## src/rtl/mem_port_arbiter.sv

```systemverilog
// Round-robin arbiter sharing one memory port between the instruction and data requesters.
// One transaction in flight at a time; request and response are registered, with a BUSY timeout.
module mem_port_arbiter #(
  parameter int unsigned ADDR_WIDTH     = 32,
  parameter int unsigned DATA_WIDTH     = 32,
  parameter int unsigned TIMEOUT_CYCLES = 64
) (
  input  logic                    clk,
  input  logic                    rst,
  input  logic                    i_request,
  input  logic                    i_we_re,
  input  logic [DATA_WIDTH/8-1:0] i_mask,
  input  logic [ADDR_WIDTH-1:0]   i_address,
  input  logic [DATA_WIDTH-1:0]   i_wdata,
  output logic                    i_valid,
  output logic [DATA_WIDTH-1:0]   i_rdata,
  input  logic                    d_request,
  input  logic                    d_we_re,
  input  logic [DATA_WIDTH/8-1:0] d_mask,
  input  logic [ADDR_WIDTH-1:0]   d_address,
  input  logic [DATA_WIDTH-1:0]   d_wdata,
  output logic                    d_valid,
  output logic [DATA_WIDTH-1:0]   d_rdata,
  output logic                    mem_request,
  output logic                    mem_we_re,
  output logic [DATA_WIDTH/8-1:0] mem_mask,
  output logic [ADDR_WIDTH-1:0]   mem_address,
  output logic [DATA_WIDTH-1:0]   mem_wdata,
  input  logic                    mem_valid,
  input  logic [DATA_WIDTH-1:0]   mem_rdata,
  output logic                    resp_err,
  output logic                    grant_d
);

  localparam int unsigned MASK_W = DATA_WIDTH / 8;
  localparam int unsigned CNT_W  = (TIMEOUT_CYCLES > 1) ? $clog2(TIMEOUT_CYCLES) : 1;
  localparam logic [CNT_W-1:0] CNT_LAST =
    CNT_W'((TIMEOUT_CYCLES == 0) ? 0 : TIMEOUT_CYCLES - 1);

  typedef enum logic [1:0] {IDLE, BUSY, RESP} state_e;

  state_e                state_q, state_d;
  logic                  grant_d_q, grant_d_d;
  logic [CNT_W-1:0]      cnt_q, cnt_d;
  logic                  mem_request_q, mem_request_d;
  logic                  mem_we_re_q, mem_we_re_d;
  logic [MASK_W-1:0]     mem_mask_q, mem_mask_d;
  logic [ADDR_WIDTH-1:0] mem_address_q, mem_address_d;
  logic [DATA_WIDTH-1:0] mem_wdata_q, mem_wdata_d;
  logic                  i_valid_q, i_valid_d;
  logic                  d_valid_q, d_valid_d;
  logic [DATA_WIDTH-1:0] i_rdata_q, i_rdata_d;
  logic [DATA_WIDTH-1:0] d_rdata_q, d_rdata_d;
  logic                  resp_err_q, resp_err_d;
  logic                  gnt_c;
  logic                  finish_c;
  logic                  timeout_c;
  logic [DATA_WIDTH-1:0] resp_data_c;

  always_ff @(posedge clk or negedge rst) begin
    if (!rst) begin
      state_q       <= IDLE;
      grant_d_q     <= 1'b0;
      cnt_q         <= '0;
      mem_request_q <= 1'b0;
      mem_we_re_q   <= 1'b0;
      mem_mask_q    <= '0;
      mem_address_q <= '0;
      mem_wdata_q   <= '0;
      i_valid_q     <= 1'b0;
      d_valid_q     <= 1'b0;
      i_rdata_q     <= '0;
      d_rdata_q     <= '0;
      resp_err_q    <= 1'b0;
    end else begin
      state_q       <= state_d;
      grant_d_q     <= grant_d_d;
      cnt_q         <= cnt_d;
      mem_request_q <= mem_request_d;
      mem_we_re_q   <= mem_we_re_d;
      mem_mask_q    <= mem_mask_d;
      mem_address_q <= mem_address_d;
      mem_wdata_q   <= mem_wdata_d;
      i_valid_q     <= i_valid_d;
      d_valid_q     <= d_valid_d;
      i_rdata_q     <= i_rdata_d;
      d_rdata_q     <= d_rdata_d;
      resp_err_q    <= resp_err_d;
    end
  end

  // grant_d_q doubles as last_grant: both follow every grant and reset to instruction
  always_comb begin
    state_d       = state_q;
    grant_d_d     = grant_d_q;
    cnt_d         = cnt_q;
    mem_request_d = mem_request_q;
    mem_we_re_d   = mem_we_re_q;
    mem_mask_d    = mem_mask_q;
    mem_address_d = mem_address_q;
    mem_wdata_d   = mem_wdata_q;
    i_valid_d     = 1'b0;
    d_valid_d     = 1'b0;
    i_rdata_d     = i_rdata_q;
    d_rdata_d     = d_rdata_q;
    resp_err_d    = 1'b0;
    gnt_c         = (i_request && d_request) ? !grant_d_q : d_request;
    timeout_c     = (TIMEOUT_CYCLES != 0) && (cnt_q == CNT_LAST);
    finish_c      = 1'b0;
    resp_data_c   = '0;

    case (state_q)
      IDLE: begin
        if (i_request || d_request) begin
          state_d       = BUSY;
          grant_d_d     = gnt_c;
          cnt_d         = '0;
          mem_request_d = 1'b1;
          mem_we_re_d   = gnt_c ? d_we_re   : i_we_re;
          mem_mask_d    = gnt_c ? d_mask    : i_mask;
          mem_address_d = gnt_c ? d_address : i_address;
          mem_wdata_d   = gnt_c ? d_wdata   : i_wdata;
        end
      end
      BUSY: begin
        // A completion in the timeout cycle still counts as a good response
        if (mem_valid) begin
          finish_c    = 1'b1;
          resp_data_c = mem_rdata;
        end else if (timeout_c) begin
          finish_c    = 1'b1;
          resp_err_d  = 1'b1;
        end else begin
          cnt_d = cnt_q + CNT_W'(1);
        end
        if (finish_c) begin
          state_d       = RESP;
          mem_request_d = 1'b0;
          if (grant_d_q) begin
            d_valid_d = 1'b1;
            d_rdata_d = resp_data_c;
          end else begin
            i_valid_d = 1'b1;
            i_rdata_d = resp_data_c;
          end
        end
      end
      RESP:    state_d = IDLE;
      default: state_d = IDLE;
    endcase
  end

  assign i_valid     = i_valid_q;
  assign i_rdata     = i_rdata_q;
  assign d_valid     = d_valid_q;
  assign d_rdata     = d_rdata_q;
  assign mem_request = mem_request_q;
  assign mem_we_re   = mem_we_re_q;
  assign mem_mask    = mem_mask_q;
  assign mem_address = mem_address_q;
  assign mem_wdata   = mem_wdata_q;
  assign resp_err    = resp_err_q;
  assign grant_d     = grant_d_q;

endmodule

```

## config.mk

```make
export PLATFORM = sky130hd
export DESIGN_NAME = mem_port_arbiter
export DESIGN_NICKNAME = d
export VERILOG_FILES = /design/src/rtl/mem_port_arbiter.sv
export SDC_FILE = /design/constraint.sdc
export NUM_CORES = 1
export LEC_CHECK = 0
export CAP_MARGIN = 5
export CELL_PAD_IN_SITES_DETAIL_PLACEMENT = 2
export CELL_PAD_IN_SITES_GLOBAL_PLACEMENT = 2
export CORE_MARGIN = 4
export CORE_UTILIZATION = 24
export CTS_CLUSTER_SIZE = 12
export DETAILED_ROUTE_END_ITERATION = 7
export PLACE_DENSITY = 0.91
export SYNTH_ARGS = -nofsm -noshare
export SYNTH_HDL_FRONTEND = slang
export SYNTH_SLANG_ARGS = --single-unit
```

## constraint.sdc

```tcl
create_clock -name clk -period 2 [get_ports clk]
set_input_delay 0.2 -clock clk [delete_from_list [all_inputs] [get_ports clk]]
set_output_delay 0.2 -clock clk [all_outputs]
set_load 0.005 [all_outputs]
```

==> run summary, run 1 <==
Net Count, Synth = 682
RR Endpoint = d_rdata[26]
Ports = 313
Worst path slowest cell = clkdlybuf4s50_1
Tcrit/Tclk final = 91.32%
H-tree depth = 4
commonest non-fill, non-tap cell in the layout = clkdlybuf4s50_1
Setup crit end kind = primary output
hold path startpoint = mem_valid
Vias/cell = 4.770
most frequent cells in the layout = 310 x clkdlybuf4s50_1, 146 x dfrtp_1, 74 x nor2_1, 74 x a21oi_1, 71 x mux2i_1
TritonCTS clock tree = built
Worst Tran Pin Value = 0.6214 ns
#FFs+latches synth = 146
DRT iter0 DRCs = 216
Fmax = 547.5 MHz
worst r2r src = cnt_q[0]
synthesized instance count = 506
end of the worst hold path = resp_err
min Tclk post-route = 1.826 ns
Longest Clk Path Bufs = 2
worst hold path class = in2reg
Seq/Total Area, Yosys = 59.63%
clk sinks = 146
Layout Nets = 996
Worst IR Drop VDD = 0.5608 mV
area grow syn2layout = 69.12%
first-pass GRT wire length = 38.51 mm
Synth area leaders = dfrtp_1 60%, mux2i_1 12%, a32o_1 11%, a21oi_1 6.0%, nor2_1 4.5%
RD Place Congestion = 0.7910
synthesized cell area = 0.006127 mm²
die area = 0.02815 mm²
WS Path Type = reg2out
fraction of layout cells with a size suffix above 1 = 8.764%
Final TNS setup = 0 ns
CP Max Fanout = 6
antenna violations before repair = 0
CP Data Required Time = 1.80 ns
pin count of the biggest net entering global routing = 88
vias in the first global route = 6369
residual DRC count = 0
final core occ = 41.15%
clock latency on the worst-skew pair = 0.42 ns
Pre-Repair DR Iteration Count = 4
Worst Reg-to-Reg Cells = 6
setup slack, reg-to-reg = 0.19 ns
worst-case clock skew = 0.02065 ns
drt wl/cell = 21.50 µm
WP data arrival = 1.63 ns
slowest stage delay, CP = 0.66 ns
Final Max Slew Viols = 0
die height = 167.8 µm
Ys Warns = 0
WL final = 25.01 mm
row cnt = 58
Worst Hold Path Cells = 3
Max-cap violations = 0
setup violators final = 0
cts bufs inserted = 17
Initial Util = 24.33%
Clock transition at path regs = 0.07 ns
Resize count post-CTS = 0
CP top delay family = buffers and inverters
final hold vios = 0
clock root buffer = clkbuf_16
RSZ-0062 raised after global routing = no
Cell Pwr Density = 1455 mW/mm²
Core ar. = 0.02518 mm²
Total GRT Usage = 17.51%
antenna cell count = 0
IO buf count = 312
Buf/Inv on CP = 1
Detail Placement HPWL = 18.91 mm
status = complete, no violations
Synth area leader = dfrtp_1
syn_area_per_cell = 12.11 µm²
GRT overflow = 0
vias = 5547
Netlist cell types = 31
type of origin of the critical path = register
worst-path cell chain = clkdlybuf4s50_1
Yosys top cell area share = 59.63%
Die Width = 167.8 µm
Post-DRT Antenna Nets = 0
LEAKAGE = 4.237 nW
worst rel slew slack = 58.57%
[what timing repair did]
action / CTS / global route
endpoints found under the hold margin: 55 / 0
buffers inserted: 0 / 0
hold buffers: 1 / 0
[layout make-up]
cell class                      count  area (µm²)
Fill cell                        2551       14820
Sequential cell                   146        3654
Timing Repair Buffer              340        3420
Multi-Input combinational cell    310        2223
Clock buffer                       17       425.4
Tap cell                          330       412.9
Clock inverter                     15       209.0
Inverter                            5       18.77
[registers in the layout (all words and copies together), names as in the netlist]
signal       flops
d_rdata         32
i_rdata         32
mem_address     32
mem_wdata       32
cnt_q            6
mem_mask         4
state_q          2
d_valid          1
grant_d          1
i_valid          1
mem_request      1
mem_we_re        1
resp_err         1
[per-stage QoR]
stage	hold slack [ns]	power, W	instance area, µm²	worst slack, ns	cells
detailed placement	0.2420	0.01191	9718	0.09929	1130
global placement	0.2409	0.01142	9718	0.2112	1130
floorplan	-0.09559	0.007629	6127	0.5212	506
CTS	0.2588	0.01538	10360	0.1170	1163
global route	0.2771	0.01608	10360	0.06630	1163
finish	0.2757	0.01508	10360	0.1735	1163
[cells by family after synthesis]
logic type	share of synthesized area, %
AO/OA/AOI/OAI	18.03
flip-flops	59.63
AND/OR/NAND/NOR	6.147
multiplexers	11.60
buffers and inverters	4.390
adder cells (fa/ha/maj)	0.2042
[routing by layer]
metal	wire length (µm)	share of wire (%)	up-vias	track usage [%]
met1	9641	39	2795	19.75
li1	-	-	2496	-
met3	1944	7.8	28	6.081
met5	0	0	-	0
met2	12980	52	228	31.50
met4	443	1.8	0	4.658
[Yosys cell counts, drive strengths merged]
library cell  count
dfrtp           146
nor2             76
a21oi            74
mux2i            71
a32o             65
buf              38
clkbuf            7
inv               5
nand2             4
nand3             3
o2bb2ai           3
nor3              2
a21boi            1
a31o              1
a31oi             1
and3              1
ha                1
nand2b            1
nor2b             1
nor4              1
o21a              1
o21ai             1
o21bai            1
or3               1
[report_power, final]
part	leakage, nW	total (W)	internal (W)	switching (W)
combinational	2.20	0.00657	0.00378	0.00279
clock	0.303	0.00333	0.00172	0.00161
sequential	1.73	0.00519	0.00432	0.000870
[worst max path at each step]
stage	startpoint	end	slack [ns]	depth (start not counted)
floorplan	cnt_q[0]	cnt_q[1]	0.52	4
global placement	d_request	mem_wdata[0]	0.21	6
detailed placement	d_request	mem_address[18]	0.1	6
CTS	grant_d	grant_d	0.12	1
global route	grant_d	grant_d	0.07	1
finish	grant_d	grant_d	0.17	1
Note: power is estimated with default switching activity, not from simulation.
==> inputs of run 2 (changes only) <==
--- a/config.mk
+++ b/config.mk
@@ -8,6 +8,7 @@
 export CAP_MARGIN = 5
 export CELL_PAD_IN_SITES_DETAIL_PLACEMENT = 2
 export CELL_PAD_IN_SITES_GLOBAL_PLACEMENT = 2
+export CORE_ASPECT_RATIO = 2
 export CORE_MARGIN = 4
 export CORE_UTILIZATION = 24
 export CTS_CLUSTER_SIZE = 12
==> run 2 against run 1 <==
Count of clock-buffer cells in the layout is 4 higher. Via count hardly changed. Sequential cell count did not move. Worst setup slack better by 0.046 ns. Global-route usage grew 1.3 points. Sequential share of layout area up 0.27 points. Critical endpoint unchanged. First-iteration DRC count rose by 6.0%. Power shrank 0.31%. Combinational power up 1%. Final cell count about the same. Clock power fell by 4%. Largest power group unchanged.
==> run summary, run 2 (synthesis gave the netlist of run 1 again) <==
CP Data Required Time = 1.80 ns
die height = 234.0 µm
Pre-Repair DR Iteration Count = 6
Vias/cell = 4.770
min Tclk post-route = 1.780 ns
Worst IR Drop VDD = 0.6254 mV
most frequent cells in the layout = 310 x clkdlybuf4s50_1, 146 x dfrtp_1, 74 x nor2_1, 74 x a21oi_1, 71 x mux2i_1
commonest non-fill, non-tap cell in the layout = clkdlybuf4s50_1
status = complete, no violations
Initial Util = 24.38%
type of origin of the critical path = register
Longest Clk Path Bufs = 2
H-tree depth = 4
fraction of layout cells with a size suffix above 1 = 7.758%
Final TNS setup = 0 ns
non-filler instance count after layout = 1164
setup violators final = 0
Die Width = 121.0 µm
dpl cells = 1129
Cell Pwr Density = 1462 mW/mm²
clock latency on the worst-skew pair = 0.43 ns
Clock transition at path regs = 0.06 ns
Core ar. = 0.02514 mm²
first-pass GRT wire length = 39.98 mm
WS Path Type = reg2out
Ports = 313
Total GRT Usage = 18.83%
Tcrit/Tclk final = 89.01%
vias in the first global route = 6544
cts bufs inserted = 17
worst rel slew slack = 68.32%
DRT iter0 DRCs = 229
RD Place Congestion = 0.7371
Worst Tran Pin Value = 0.4735 ns
pin count of the biggest net entering global routing = 81
postcts setup bufs = 0
vias = 5552
GRT overflow = 0
area grow syn2layout = 67.82%
Fmax = 561.7 MHz
CP top delay family = buffers and inverters
Layout Nets = 989
slowest stage delay, CP = 0.61 ns
Detail Placement HPWL = 20.11 mm
row cnt = 82
RSZ-0062 raised after global routing = no
worst-case clock skew = 0.008606 ns
WL final = 26.55 mm
clk sinks = 146
worst-path cell chain = clkdlybuf4s50_1
IO buf count = 312
residual DRC count = 0
Worst path slowest cell = clkdlybuf4s50_1
worst hold path class = in2reg
clock root buffer = clkbuf_16
LEAKAGE = 4.188 nW
TritonCTS clock tree = built
Post-DRT Antenna Nets = 0
final hold vios = 0
die area = 0.02830 mm²
CP Max Fanout = 6
WP data arrival = 1.58 ns
Max-cap violations = 0
antenna violations before repair = 1
Setup crit end kind = primary output
Buf/Inv on CP = 1
Final Max Slew Viols = 0
drt wl/cell = 22.81 µm
## run 2: cell type report
| class | instances | area [µm²] |
|---|---|---|
| antenna | 3 | 7.507 |
| clock buffer | 21 | 470.5 |
| clock inverter | 10 | 108.9 |
| fill | 2595 | 14850 |
| inverter | 5 | 18.77 |
| multi-input combinational | 310 | 2223 |
| sequential | 146 | 3654 |
| tap | 336 | 420.4 |
| timing repair buffer | 333 | 3379 |
## run 2: routing by layer
layer / part of all wire [%] / vias up / GRT usage, %
met5: 0 / - / 0
met4: 3.5 / 0 / 8.865
met3: 6.0 / 48 / 5.045
met2: 58 / 215 / 36.62
met1: 33 / 2811 / 17.85
li1: - / 2478 / -
## run 2: path summary, 6_finish.rpt
| check | start | end | slack [ns] | cells past startpoint |
|---|---|---|---|---|
| max | grant_d | grant_d | 0.22 | 1 |
| min | mem_valid | resp_err | 0.09 | 2 |
| max reg2reg | state_q[0] | mem_address[11] | 0.23 | 5 |
| min reg2reg | i_rdata[18] | i_rdata[18] | 0.49 | 1 |
| max in group asynchronous | rst | state_q[1] | 1.14 | 3 |
| min in group asynchronous | rst | mem_address[12] | 0.26 | 2 |
## run 2: per-stage QoR
stage	hold WS [ns]	area, µm²	utilization (%)	power, W	setup WS (ns)
floorplan	-0.09559	6127	-	0.007629	0.5212
global placement	0.1581	9686	38.53	0.01148	0.1911
finish	0.08654	10280	40.91	0.01504	0.2197
global route	0.09473	10280	40.89	0.01600	0.1303
CTS	0.07379	10270	40.88	0.01536	0.1673
detailed placement	0.1580	9686	38.53	0.01198	0.1075
## run 2: worst register-to-register path, delay by kind of cell (launching register included)
| family | cells | cell delay, ns |
|---|---|---|
| flops | 1 | 0.39 |
| simple gates | 2 | 0.49 |
| compound gates | 2 | 0.49 |
| buf+inv | 1 | 0.32 |
## run 2: timing repair
action,in CTS,in global routing
resized for setup,0,0
hold buffers,1,0
endpoints found under the hold margin,33,0
## run 2: power by group
| group | internal [W] | switching (W) | leakage, nW |
|---|---|---|---|
| Combinational | 0.00376 | 0.00290 | 2.17 |
| Clock | 0.00192 | 0.00129 | 0.284 |
| Sequential | 0.00432 | 0.000851 | 1.73 |
==> inputs of run 3 (changes only) <==
--- a/config.mk
+++ b/config.mk
@@ -10,10 +10,12 @@
 export CELL_PAD_IN_SITES_GLOBAL_PLACEMENT = 2
 export CORE_ASPECT_RATIO = 2
 export CORE_MARGIN = 4
-export CORE_UTILIZATION = 24
+export CORE_UTILIZATION = 37
+export CTS_CLUSTER_DIAMETER = 50
 export CTS_CLUSTER_SIZE = 12
 export DETAILED_ROUTE_END_ITERATION = 7
-export PLACE_DENSITY = 0.91
+export DONT_BUFFER_PORTS = 1
+export PLACE_DENSITY = 0.88
 export SYNTH_ARGS = -nofsm -noshare
 export SYNTH_HDL_FRONTEND = slang
 export SYNTH_SLANG_ARGS = --single-unit
==> run 3 against run 2 <==
The flow now finishes with violations (negative hold slack). Sequential power up 10%. Worst hold slack worse by 0.60 ns. Maximum frequency down 0.94%. Largest cell class unchanged.
==> run summary, run 3 (synthesis gave the netlist of run 1 again) <==
die height = 190.0 µm
Worst Tran Pin Value = 0.4605 ns
TritonCTS clock tree = built
non-filler instance count after layout = 765
GRT overflow = 0
min Tclk post-route = 1.797 ns
most frequent cells in the layout = 146 x dfrtp_1, 74 x nor2_1, 74 x a21oi_1
setup slack, reg-to-reg = 0.20 ns
cts bufs inserted = 17
clock root buffer = clkbuf_16
Total GRT Usage = 21.31%
Filler cells = 1562
Clock transition at path regs = 0.06 ns
final hold vios = 146
WHS = -0.5156 ns
LEAKAGE = 3.156 nW
Fmax = 556.4 MHz
row cnt = 66
Detail Placement HPWL = 13.09 mm
Tcrit/Tclk final = 89.86%
postcts setup bufs = 0
CP Data Required Time = 2.28 ns
drt wl/cell = 26.74 µm
type of origin of the critical path = register
Worst setup startpoint = grant_d
RSZ-0062 raised after global routing = no
worst r2r src = grant_d
Worst Reg-to-Reg Cells = 4
Cell Pwr Density = 1622 mW/mm²
worst setup margin = 0.2028 ns
Die Width = 99.00 µm
clk sinks = 146
WL final = 20.46 mm
residual DRC count = 0
status = finished with violations
Multi-input gate area = 0.002223 mm²
antenna cell count = 0
register area = 0.003654 mm²
fin area = 0.007487 mm²
dpl cells = 673
Pre-Repair DR Iteration Count = 4
die area = 0.01881 mm²
worst hold path class = in2async
first-pass GRT wire length = 31.03 mm
Initial Util = 37.66%
DRT iter0 DRCs = 95
WS Path Type = reg2reg
pin count of the biggest net entering global routing = 147
CP Max Fanout = 6
WP data arrival = 2.07 ns
fraction of layout cells with a size suffix above 1 = 9.269%
worst-case clock skew = 0.01218 ns
Ports = 313
Post-DRT Antenna Nets = 0
pre-CTS setup slack = 0.2751 ns
Vias/cell = 5.914
Worst IR Drop VDD = 0.9511 mV
Setup crit end = mem_address[2]
RR Endpoint = mem_address[2]
antenna violations before repair = 0
Final TNS setup = 0 ns
worst rel slew slack = 69.19%
vias in the first global route = 5236
Resize count post-CTS = 0
Final Max Slew Viols = 0
Longest Clk Path Bufs = 2
setup violators final = 0
Max-cap violations = 0
Core ar. = 0.01627 mm²
RD Place Congestion = 0.7650
Post-CTS Hold Buffers = 60
clock latency on the worst-skew pair = 0.41 ns
Layout Nets = 724
IO buf count = 0
commonest non-fill, non-tap cell in the layout = dfrtp_1
Setup crit end kind = register
violated checks = negative hold slack
H-tree depth = 4
vias = 4524
area grow syn2layout = 22.20%
dpl cell area = 0.006261 mm²
-- run 3: cell types whose count changed in the layout (fill, tap and decap cells not counted), moves of 3 or more --
cell	delta
diode_2	-3
buf_12	-4
buf_4	-8
clkinv_2	-4
dlygate4sd3_1	+58
clkinv_4	+3
clkdlybuf4s50_1	-310
-- run 3: worst min path at each step --
stage,startpoint,endpoint,slack (ns),cells past startpoint
floorplan,rst,cnt_q[0],-0.1,0
global placement,rst,i_rdata[30],-0.09,0
detailed placement,rst,d_rdata[24],-0.09,0
CTS,rst,i_rdata[30],-0.54,0
global route,rst,d_rdata[30],-0.55,0
finish,rst,i_rdata[24],-0.52,0
-- run 3: through the flow --
step	hold slack, ns	total power (W)	util, %
after floorplan	-0.09559	0.007629	-
after global placement	-0.09153	0.008297	38.49
after detailed placement	-0.09152	0.008675	38.49
after CTS	-0.5419	0.01211	46.02
after global routing	-0.5454	0.01290	46.02
final	-0.5156	0.01215	46.02
-- run 3: routing by layer --
metal	part of all wire, %	global-route usage, %	wire (µm)
met2	57	40.60	11690
met5	0	0	0
met1	32	20.45	6534
met4	2.6	8.311	524
met3	8.4	7.229	1709
-- run 3: where the power goes --
| part | internal (W) | leakage (nW) | switching (W) |
|---|---|---|---|
| Clock | 0.00198 | 0.293 | 0.00124 |
| Combinational | 0.00140 | 1.13 | 0.00183 |
| Sequential | 0.00433 | 1.73 | 0.00136 |
| Total | 0.00771 | 3.16 | 0.00444 |
-- run 3: area by class of cell --
type / instances / share of cell area [%]
Tap cell: 204 / 3.409
Timing Repair Buffer: 68 / 9.726
Inverter: 5 / 0.2507
Clock buffer: 22 / 6.467
Sequential cell: 146 / 48.80
Clock inverter: 10 / 1.654
Multi-Input combinational cell: 310 / 29.70
-- run 3: worst max-delay path, stage by stage, from the launching register on --
cell and delay [ns]:
dfrtp_1 0.49, a21boi_4 0.30, mux2i_1 0.24, dlygate4sd3_1 0.57, a21oi_1 0.07
